### src/rtl/bru_fwd_hazard.sv
`default_nettype none
// ----------------------------------------------------------------------------
// bru_fwd_hazard : BRU decode/execute slot, WB->EX forwarding, load-use stall
// Revision 1.0
// ----------------------------------------------------------------------------
module bru_fwd_hazard (
  input  logic        clk,
  input  logic        rst,
  input  logic [31:0] inst,
  input  logic [31:0] inst_pc,
  input  logic [31:0] rs1_data,
  input  logic [31:0] rs2_data,
  input  logic [4:0]  ixu1_dc_rs1,
  input  logic [4:0]  ixu1_dc_rs2,
  input  logic [4:0]  ixu2_dc_rs1,
  input  logic [4:0]  ixu2_dc_rs2,
  input  logic [4:0]  lsu_dc_rs1,
  input  logic [4:0]  lsu_dc_rs2,
  input  logic [4:0]  lsu_ex_rd,
  input  logic        lsu_ex_is_load,
  input  logic [4:0]  ixu1_wb_rd,
  input  logic [4:0]  ixu2_wb_rd,
  input  logic [4:0]  lsu_wb_rd,
  input  logic [31:0] ixu1_wb_data,
  input  logic [31:0] ixu2_wb_data,
  input  logic [31:0] lsu_wb_data,
  input  logic        ixu1_wb_nop,
  input  logic        ixu2_wb_nop,
  input  logic        lsu_wb_nop,
  input  logic        lsu_wb_is_load,
  input  logic [4:0]  ixu1_ex_rs1,
  input  logic [4:0]  ixu1_ex_rs2,
  input  logic [4:0]  ixu2_ex_rs1,
  input  logic [4:0]  ixu2_ex_rs2,
  input  logic [4:0]  lsu_ex_rs1,
  input  logic [4:0]  lsu_ex_rs2,
  output logic        stall,
  output logic [4:0]  rs1_out,
  output logic [4:0]  rs2_out,
  output logic [31:0] ex_pc_out,
  output logic [4:0]  rd_out,
  output logic [31:0] ret_addr,
  output logic        reg_file_wr_en,
  output logic        branch_taken,
  output logic [31:0] new_pc,
  output logic        halt_proc,
  output logic        ixu1_rs1_fwd,
  output logic        ixu1_rs2_fwd,
  output logic        ixu2_rs1_fwd,
  output logic        ixu2_rs2_fwd,
  output logic        lsu_rs1_fwd,
  output logic        lsu_rs2_fwd,
  output logic [31:0] ixu1_rs1_fwd_data,
  output logic [31:0] ixu1_rs2_fwd_data,
  output logic [31:0] ixu2_rs1_fwd_data,
  output logic [31:0] ixu2_rs2_fwd_data,
  output logic [31:0] lsu_rs1_fwd_data,
  output logic [31:0] lsu_rs2_fwd_data
);

  localparam logic [31:0] c_nop       = 32'h0000_0013;
  localparam logic [31:0] c_ecall     = 32'h0000_0073;
  localparam logic [31:0] c_ebreak    = 32'h0010_0073;
  localparam logic [6:0]  c_op_jal    = 7'b1101111;
  localparam logic [6:0]  c_op_jalr   = 7'b1100111;
  localparam logic [6:0]  c_op_branch = 7'b1100011;
  localparam logic [31:0] c_bundle    = 32'd16;

  logic [31:0] d_inst_q, d_inst_d, d_pc_q, d_pc_d;
  logic [31:0] e_inst_q, e_inst_d, e_pc_q, e_pc_d;

  // Only branches and JALR actually read registers; others report x0.
  function automatic logic [4:0] src_rs1(input logic [31:0] i);
    logic [6:0] op;
    op = i[6:0];
    src_rs1 = (op == c_op_branch || op == c_op_jalr) ? i[19:15] : 5'd0;
  endfunction

  function automatic logic [4:0] src_rs2(input logic [31:0] i);
    logic [6:0] op;
    op = i[6:0];
    src_rs2 = (op == c_op_branch) ? i[24:20] : 5'd0;
  endfunction

  // Returns {fwd, data}; the LSU only forwards load results.
  function automatic logic [32:0] fwd_sel(
    input logic [4:0]  s,
    input logic [4:0]  r1,
    input logic [4:0]  r2,
    input logic [4:0]  r3,
    input logic        n1,
    input logic        n2,
    input logic        n3,
    input logic        ld,
    input logic [31:0] d1,
    input logic [31:0] d2,
    input logic [31:0] d3
  );
    fwd_sel = 33'd0;
    if (s != 5'd0) begin
      if (!n3 && ld && r3 == s)  fwd_sel = {1'b1, d3};
      else if (!n2 && r2 == s)   fwd_sel = {1'b1, d2};
      else if (!n1 && r1 == s)   fwd_sel = {1'b1, d1};
    end
  endfunction

  logic [4:0]  w_d_rs1, w_d_rs2, w_e_rs1, w_e_rs2;
  logic        w_stall;
  logic [32:0] w_f_ixu1_rs1, w_f_ixu1_rs2, w_f_ixu2_rs1, w_f_ixu2_rs2;
  logic [32:0] w_f_lsu_rs1, w_f_lsu_rs2, w_f_bru_rs1, w_f_bru_rs2;

  assign w_d_rs1 = src_rs1(d_inst_q);
  assign w_d_rs2 = src_rs2(d_inst_q);
  assign w_e_rs1 = src_rs1(e_inst_q);
  assign w_e_rs2 = src_rs2(e_inst_q);

  assign w_stall = lsu_ex_is_load && (lsu_ex_rd != 5'd0) &&
                   ((lsu_ex_rd == ixu1_dc_rs1) || (lsu_ex_rd == ixu1_dc_rs2) ||
                    (lsu_ex_rd == ixu2_dc_rs1) || (lsu_ex_rd == ixu2_dc_rs2) ||
                    (lsu_ex_rd == lsu_dc_rs1)  || (lsu_ex_rd == lsu_dc_rs2)  ||
                    (lsu_ex_rd == w_d_rs1)     || (lsu_ex_rd == w_d_rs2));

  assign w_f_ixu1_rs1 = fwd_sel(ixu1_ex_rs1, ixu1_wb_rd, ixu2_wb_rd, lsu_wb_rd, ixu1_wb_nop,
                                ixu2_wb_nop, lsu_wb_nop, lsu_wb_is_load, ixu1_wb_data,
                                ixu2_wb_data, lsu_wb_data);
  assign w_f_ixu1_rs2 = fwd_sel(ixu1_ex_rs2, ixu1_wb_rd, ixu2_wb_rd, lsu_wb_rd, ixu1_wb_nop,
                                ixu2_wb_nop, lsu_wb_nop, lsu_wb_is_load, ixu1_wb_data,
                                ixu2_wb_data, lsu_wb_data);
  assign w_f_ixu2_rs1 = fwd_sel(ixu2_ex_rs1, ixu1_wb_rd, ixu2_wb_rd, lsu_wb_rd, ixu1_wb_nop,
                                ixu2_wb_nop, lsu_wb_nop, lsu_wb_is_load, ixu1_wb_data,
                                ixu2_wb_data, lsu_wb_data);
  assign w_f_ixu2_rs2 = fwd_sel(ixu2_ex_rs2, ixu1_wb_rd, ixu2_wb_rd, lsu_wb_rd, ixu1_wb_nop,
                                ixu2_wb_nop, lsu_wb_nop, lsu_wb_is_load, ixu1_wb_data,
                                ixu2_wb_data, lsu_wb_data);
  assign w_f_lsu_rs1  = fwd_sel(lsu_ex_rs1, ixu1_wb_rd, ixu2_wb_rd, lsu_wb_rd, ixu1_wb_nop,
                                ixu2_wb_nop, lsu_wb_nop, lsu_wb_is_load, ixu1_wb_data,
                                ixu2_wb_data, lsu_wb_data);
  assign w_f_lsu_rs2  = fwd_sel(lsu_ex_rs2, ixu1_wb_rd, ixu2_wb_rd, lsu_wb_rd, ixu1_wb_nop,
                                ixu2_wb_nop, lsu_wb_nop, lsu_wb_is_load, ixu1_wb_data,
                                ixu2_wb_data, lsu_wb_data);
  assign w_f_bru_rs1  = fwd_sel(w_e_rs1, ixu1_wb_rd, ixu2_wb_rd, lsu_wb_rd, ixu1_wb_nop,
                                ixu2_wb_nop, lsu_wb_nop, lsu_wb_is_load, ixu1_wb_data,
                                ixu2_wb_data, lsu_wb_data);
  assign w_f_bru_rs2  = fwd_sel(w_e_rs2, ixu1_wb_rd, ixu2_wb_rd, lsu_wb_rd, ixu1_wb_nop,
                                ixu2_wb_nop, lsu_wb_nop, lsu_wb_is_load, ixu1_wb_data,
                                ixu2_wb_data, lsu_wb_data);

  logic [31:0] w_op1, w_op2, w_imm_i, w_imm_b, w_imm_j, w_target, w_link_pc;
  logic [6:0]  w_opcode;
  logic [2:0]  w_funct3;
  logic [4:0]  w_rd;
  logic        w_taken, w_link;

  assign w_op1     = w_f_bru_rs1[32] ? w_f_bru_rs1[31:0] : rs1_data;
  assign w_op2     = w_f_bru_rs2[32] ? w_f_bru_rs2[31:0] : rs2_data;
  assign w_opcode  = e_inst_q[6:0];
  assign w_funct3  = e_inst_q[14:12];
  assign w_rd      = e_inst_q[11:7];
  assign w_imm_i   = {{21{e_inst_q[31]}}, e_inst_q[30:20]};
  assign w_imm_b   = {{20{e_inst_q[31]}}, e_inst_q[7], e_inst_q[30:25], e_inst_q[11:8], 1'b0};
  assign w_imm_j   = {{12{e_inst_q[31]}}, e_inst_q[19:12], e_inst_q[20], e_inst_q[30:21], 1'b0};
  assign w_link_pc = e_pc_q + c_bundle;

  always_comb begin
    w_taken  = 1'b0;
    w_link   = 1'b0;
    w_target = w_link_pc;
    case (w_opcode)
      c_op_jal: begin
        w_taken  = 1'b1;
        w_link   = 1'b1;
        w_target = e_pc_q + w_imm_j;
      end
      c_op_jalr: begin
        w_taken  = 1'b1;
        w_link   = 1'b1;
        w_target = (w_op1 + w_imm_i) & ~32'd1;
      end
      c_op_branch: begin
        case (w_funct3)
          3'b000:  w_taken = (w_op1 == w_op2);
          3'b001:  w_taken = (w_op1 != w_op2);
          3'b100:  w_taken = ($signed(w_op1) <  $signed(w_op2));
          3'b101:  w_taken = ($signed(w_op1) >= $signed(w_op2));
          3'b110:  w_taken = (w_op1 <  w_op2);
          3'b111:  w_taken = (w_op1 >= w_op2);
          default: w_taken = 1'b0;
        endcase
        if (w_taken) w_target = e_pc_q + w_imm_b;
      end
      default: ;
    endcase
  end

  // A redirect squashes both stages; otherwise a stall freezes D and bubbles E.
  always_comb begin
    d_inst_d = d_inst_q;
    d_pc_d   = d_pc_q;
    e_inst_d = e_inst_q;
    e_pc_d   = e_pc_q;
    if (w_taken) begin
      d_inst_d = c_nop;
      d_pc_d   = 32'd0;
      e_inst_d = c_nop;
      e_pc_d   = 32'd0;
    end else if (w_stall) begin
      e_inst_d = c_nop;
      e_pc_d   = 32'd0;
    end else begin
      d_inst_d = inst;
      d_pc_d   = inst_pc;
      e_inst_d = d_inst_q;
      e_pc_d   = d_pc_q;
    end
  end

  always_ff @(posedge clk) begin
    if (rst) begin
      d_inst_q <= c_nop;
      d_pc_q   <= 32'd0;
      e_inst_q <= c_nop;
      e_pc_q   <= 32'd0;
    end else begin
      d_inst_q <= d_inst_d;
      d_pc_q   <= d_pc_d;
      e_inst_q <= e_inst_d;
      e_pc_q   <= e_pc_d;
    end
  end

  assign stall             = w_stall;
  assign rs1_out           = w_e_rs1;
  assign rs2_out           = w_e_rs2;
  assign ex_pc_out         = e_pc_q;
  assign branch_taken      = w_taken;
  assign new_pc            = w_target;
  assign ret_addr          = w_link ? w_link_pc : 32'd0;
  assign rd_out            = w_link ? w_rd : 5'd0;
  assign reg_file_wr_en    = w_link && (w_rd != 5'd0);
  assign halt_proc         = (e_inst_q == c_ecall) || (e_inst_q == c_ebreak);

  assign ixu1_rs1_fwd      = w_f_ixu1_rs1[32];
  assign ixu1_rs2_fwd      = w_f_ixu1_rs2[32];
  assign ixu2_rs1_fwd      = w_f_ixu2_rs1[32];
  assign ixu2_rs2_fwd      = w_f_ixu2_rs2[32];
  assign lsu_rs1_fwd       = w_f_lsu_rs1[32];
  assign lsu_rs2_fwd       = w_f_lsu_rs2[32];
  assign ixu1_rs1_fwd_data = w_f_ixu1_rs1[31:0];
  assign ixu1_rs2_fwd_data = w_f_ixu1_rs2[31:0];
  assign ixu2_rs1_fwd_data = w_f_ixu2_rs1[31:0];
  assign ixu2_rs2_fwd_data = w_f_ixu2_rs2[31:0];
  assign lsu_rs1_fwd_data  = w_f_lsu_rs1[31:0];
  assign lsu_rs2_fwd_data  = w_f_lsu_rs2[31:0];

endmodule
`default_nettype wire

### config.mk
export PLATFORM = sky130hd
export DESIGN_NAME = bru_fwd_hazard
export DESIGN_NICKNAME = d
export VERILOG_FILES = /design/src/rtl/bru_fwd_hazard.sv
export SDC_FILE = /design/constraint.sdc
export NUM_CORES = 1
export LEC_CHECK = 0
export BUFFER_PORTS_ARGS = -buffer_cell sky130_fd_sc_hd__clkbuf_2
export CAP_MARGIN = 0
export CELL_PAD_IN_SITES_DETAIL_PLACEMENT = 1
export CELL_PAD_IN_SITES_GLOBAL_PLACEMENT = 1
export CORE_MARGIN = 1
export CORE_UTILIZATION = 30
export DETAILED_ROUTE_END_ITERATION = 10
export GPL_TIMING_DRIVEN = 1
export PLACE_DENSITY = 0.7
export SYNTH_ARGS = -nofsm -noshare
export SYNTH_HDL_FRONTEND = slang
export SYNTH_SLANG_ARGS = --single-unit
### constraint.sdc
create_clock -name clk -period 6.8 [get_ports clk]
set_input_delay 0 -clock clk [delete_from_list [all_inputs] [get_ports clk]]
set_output_delay 0 -clock clk [all_outputs]
set_load 0.1 [all_outputs]
==> flow_summary.json <==
{
  "drc": 0,
  "yosys.area.top_type": "mux2i_1",
  "htreeDepth": 4,
  "max_slew_margin_pct": 29.15,
  "endpoint_kind": "output port",
  "wirelength_mm": 103.3,
  "yosysMostFrequentCell": "nor2_1",
  "hold_path.class": "in2reg",
  "wl_per_cell_um": 25.34,
  "io_buffer_count": 623,
  "overflow": 0,
  "status": "complete, no violations",
  "crit_fanout": 30,
  "critPathMaxStageDelay_ns": 0.50,
  "nNetsFinal": 3624,
  "dieArea_sq_um": 65400,
  "start_util_pct": 30.51,
  "synth_fp_nets": 3131,
  "die_h_um": 255.7,
  "yosysSeqAreaShare_pct": 13.27,
  "cts_tree": "built",
  "routed_via_density": 5.756,
  "ys_ff_latch": 128,
  "cts_num_sinks": 128,
  "synthTopCellsByCount": "398 x nor2_1, 288 x mux2i_1, 239 x clkbuf_1",
  "crit_top_cell": "o21ai_0",
  "period_share_pct": 95.15,
  "rows": 92,
  "fp.dieW_um": 255.7,
  "hold_violations": 0,
  "cts_buffers": 17,
  "area_growth_pct": 30.04,
  "io_pins": 624,
  "fmax_mhz": 154.6,
  "antenna_found_initial": 21,
  "cp-start-kind": "flip-flop",
  "finClkSkew_ns": 0.01848,
  "worst_pin_slew_ns": 1.063,
  "synthCells": 2711,
  "grt_pass1_vias": 23390,
  "cp_slowest_cell": "o21ai_0",
  "min_path_cells": 4,
  "worst-r2r-cell-count": 26,
  "synth_cell_types": 78,
  "netlist_area_sq_um": 19310,
  "tns_ns": 0,
  "ys_async_sr_fraction_pct": 0,
  "ctsLongestPathBuffers": 2,
  "syn_avg_cell_area_sq_um": 7.124,
  "drive_gt1_share_pct": 24.98,
  "grt_max_degree": 66,
  "grt_pass1_wl_mm": 154.0,
  "vias": 23470,
  "peakVddDrop_mv": 0.1718,
  "coreArea_sq_um": 63310,
  "cap_viol_max_count": 0,
  "final.min_clock_period_ns": 6.470,
  "synth_warnings": 0,
  "required_ns": 6.80,
  "clockRootBuffer": "clkbuf_16",
  "clk_pin_slew_ns": 0.06,
  "worstPathArrival_ns": 6.47,
  "setup_viol": 0,
  "ys.flop_type": "dfxtp_1",
  "gp_congestion": 0.9292,
  "grt_use_total_pct": 30.35,
  "drtPass1Iterations": 5,
  "synth_top_cell_area_share_pct": 14.93,
  "final_max_slew_viol_count": 0,
  "whs_ns": 0.1671,
  "hpwl_mm": 81.06,
  "crit_type": "reg2out",
  "leakagePower_uw": 0.01223,
  "synth_edf_count": 0,
  "ys_top_cells_by_area": "mux2i_1 15%, dfxtp_1 13%, a211oi_1 7.9%",
  "drt_iter0_markers": 1586,
  "power.density_nw_per_um2": 138.8,
  "ant_nets": 0,
  "insertion_delay_ns": 0.44
}
## metrics by stage
step | instance area [sq um] | std cells | total power, uW | setup slack (ns) | util [%]
2_1_floorplan | 19420 | 2711 | 1945 | -0.3693 | -
3_3_place_gp | 23640 | 3958 | 2444 | 0.2990 | 37.33
3_5_place_dp | 23640 | 3958 | 2457 | 0.08497 | 37.33
4_1_cts | 24970 | 4055 | 3482 | 0.01782 | 39.45
5_1_grt | 25110 | 4076 | 3627 | -0.05348 | 39.67
6_report | 25120 | 4077 | 3487 | 0.3297 | 39.67
## power breakdown
group	internal, uW	switching [uW]	leakage [uW]
Clock	623	365	0.000303
Sequential	803	72.9	0.00106
Combinational	511	1110	0.0109
## path summary, 6_finish.rpt
check,start,endpoint,slack (ns)
hold / removal,rst,ex_pc_out[3],0.17
hold reg to reg,d_inst_q[31],e_inst_q[31],0.45
setup / recovery,e_inst_q[0],new_pc[10],0.33
setup reg to reg,e_inst_q[0],d_inst_q[4],0.45
## logic make-up (layout without fill, tap and decap cells)
| kind of cell | after synthesis | count (layout) | synth area share (%) |
|---|---|---|---|
| AND/OR/NAND/NOR | 877 | 877 | 20.98 |
| XOR/XNOR | 234 | 234 | 10.61 |
| multiplexers | 288 | 288 | 14.93 |
| adder cells (fa/ha/maj) | 109 | 109 | 7.178 |
| buffers and inverters | 335 | 839 | 6.582 |
| flip-flops | 128 | 128 | 13.27 |
| AO/OA/AOI/OAI | 740 | 740 | 26.46 |
| other | 0 | 16 | 0 |
## registers in the layout, indices dropped and copies added (netlist names)
signal,count
d_inst_q,32
ex_pc_out,32
e_inst_q,32
d_pc_q,32
## layout make-up
type | count | area [sq um]
antenna | 16 | 40.04
clock buffer | 18 | 439.2
clock inverter | 12 | 185.2
fill | 7952 | 38200
inverter | 45 | 170.2
multi-input combinational | 2248 | 15760
sequential | 128 | 2564
tap | 846 | 1059
timing repair buffer | 764 | 4895
## critical path, delay by kind of cell, from the launching register on
kind,cells,cell delay (ns)
fa+ha+maj,1,0.23
buf+inv,5,0.89
compound gates,14,3.12
flops,1,0.31
simple gates,5,1.45
## layout by cell type (no fill, tap or decap), types with 13 or more instances in the layout
master         count
nand4_1           33
nor4_1            16
nand3_1           37
a21o_1            36
clkbuf_16         17
nor2_1           395
ha_1             106
buf_4             67
xnor2_1          134
mux2i_1          287
o21ai_0          173
a21oi_1           93
o21a_1            19
xor2_1           100
nor2b_1           14
a22oi_1           37
diode_2           16
a211oi_1         202
clkbuf_2         591
nor3_1            27
and2_1            86
dlygate4sd3_1     67
o211ai_1          14
a221o_1           38
a31oi_1           13
or3_1             18
buf_12            37
dfxtp_1          127
nand2_1          159
inv_1             44
## repair_timing
| action | CTS | global route |
|---|---|---|
| cloned | 0 | 0 |
| hold buffers | 67 | 0 |
| setup buffers | 0 | 6 |
| pin swaps | 1 | 4 |
| setup endpoints to repair | 19 | 26 |
| endpoints found under the hold margin | 64 | 0 |
| gates resized for setup | 9 | 15 |
## routing by layer
layer  GRT usage (%)  vias up  part of all wire, %
met1           37.89    11620                   42
met5               0        -                    0
met2           52.87      884                   49
li1                -    10790                    -
met3           3.317      176                  4.9
met4           12.29        0                  4.0
Power figures use the tool's default switching activity.
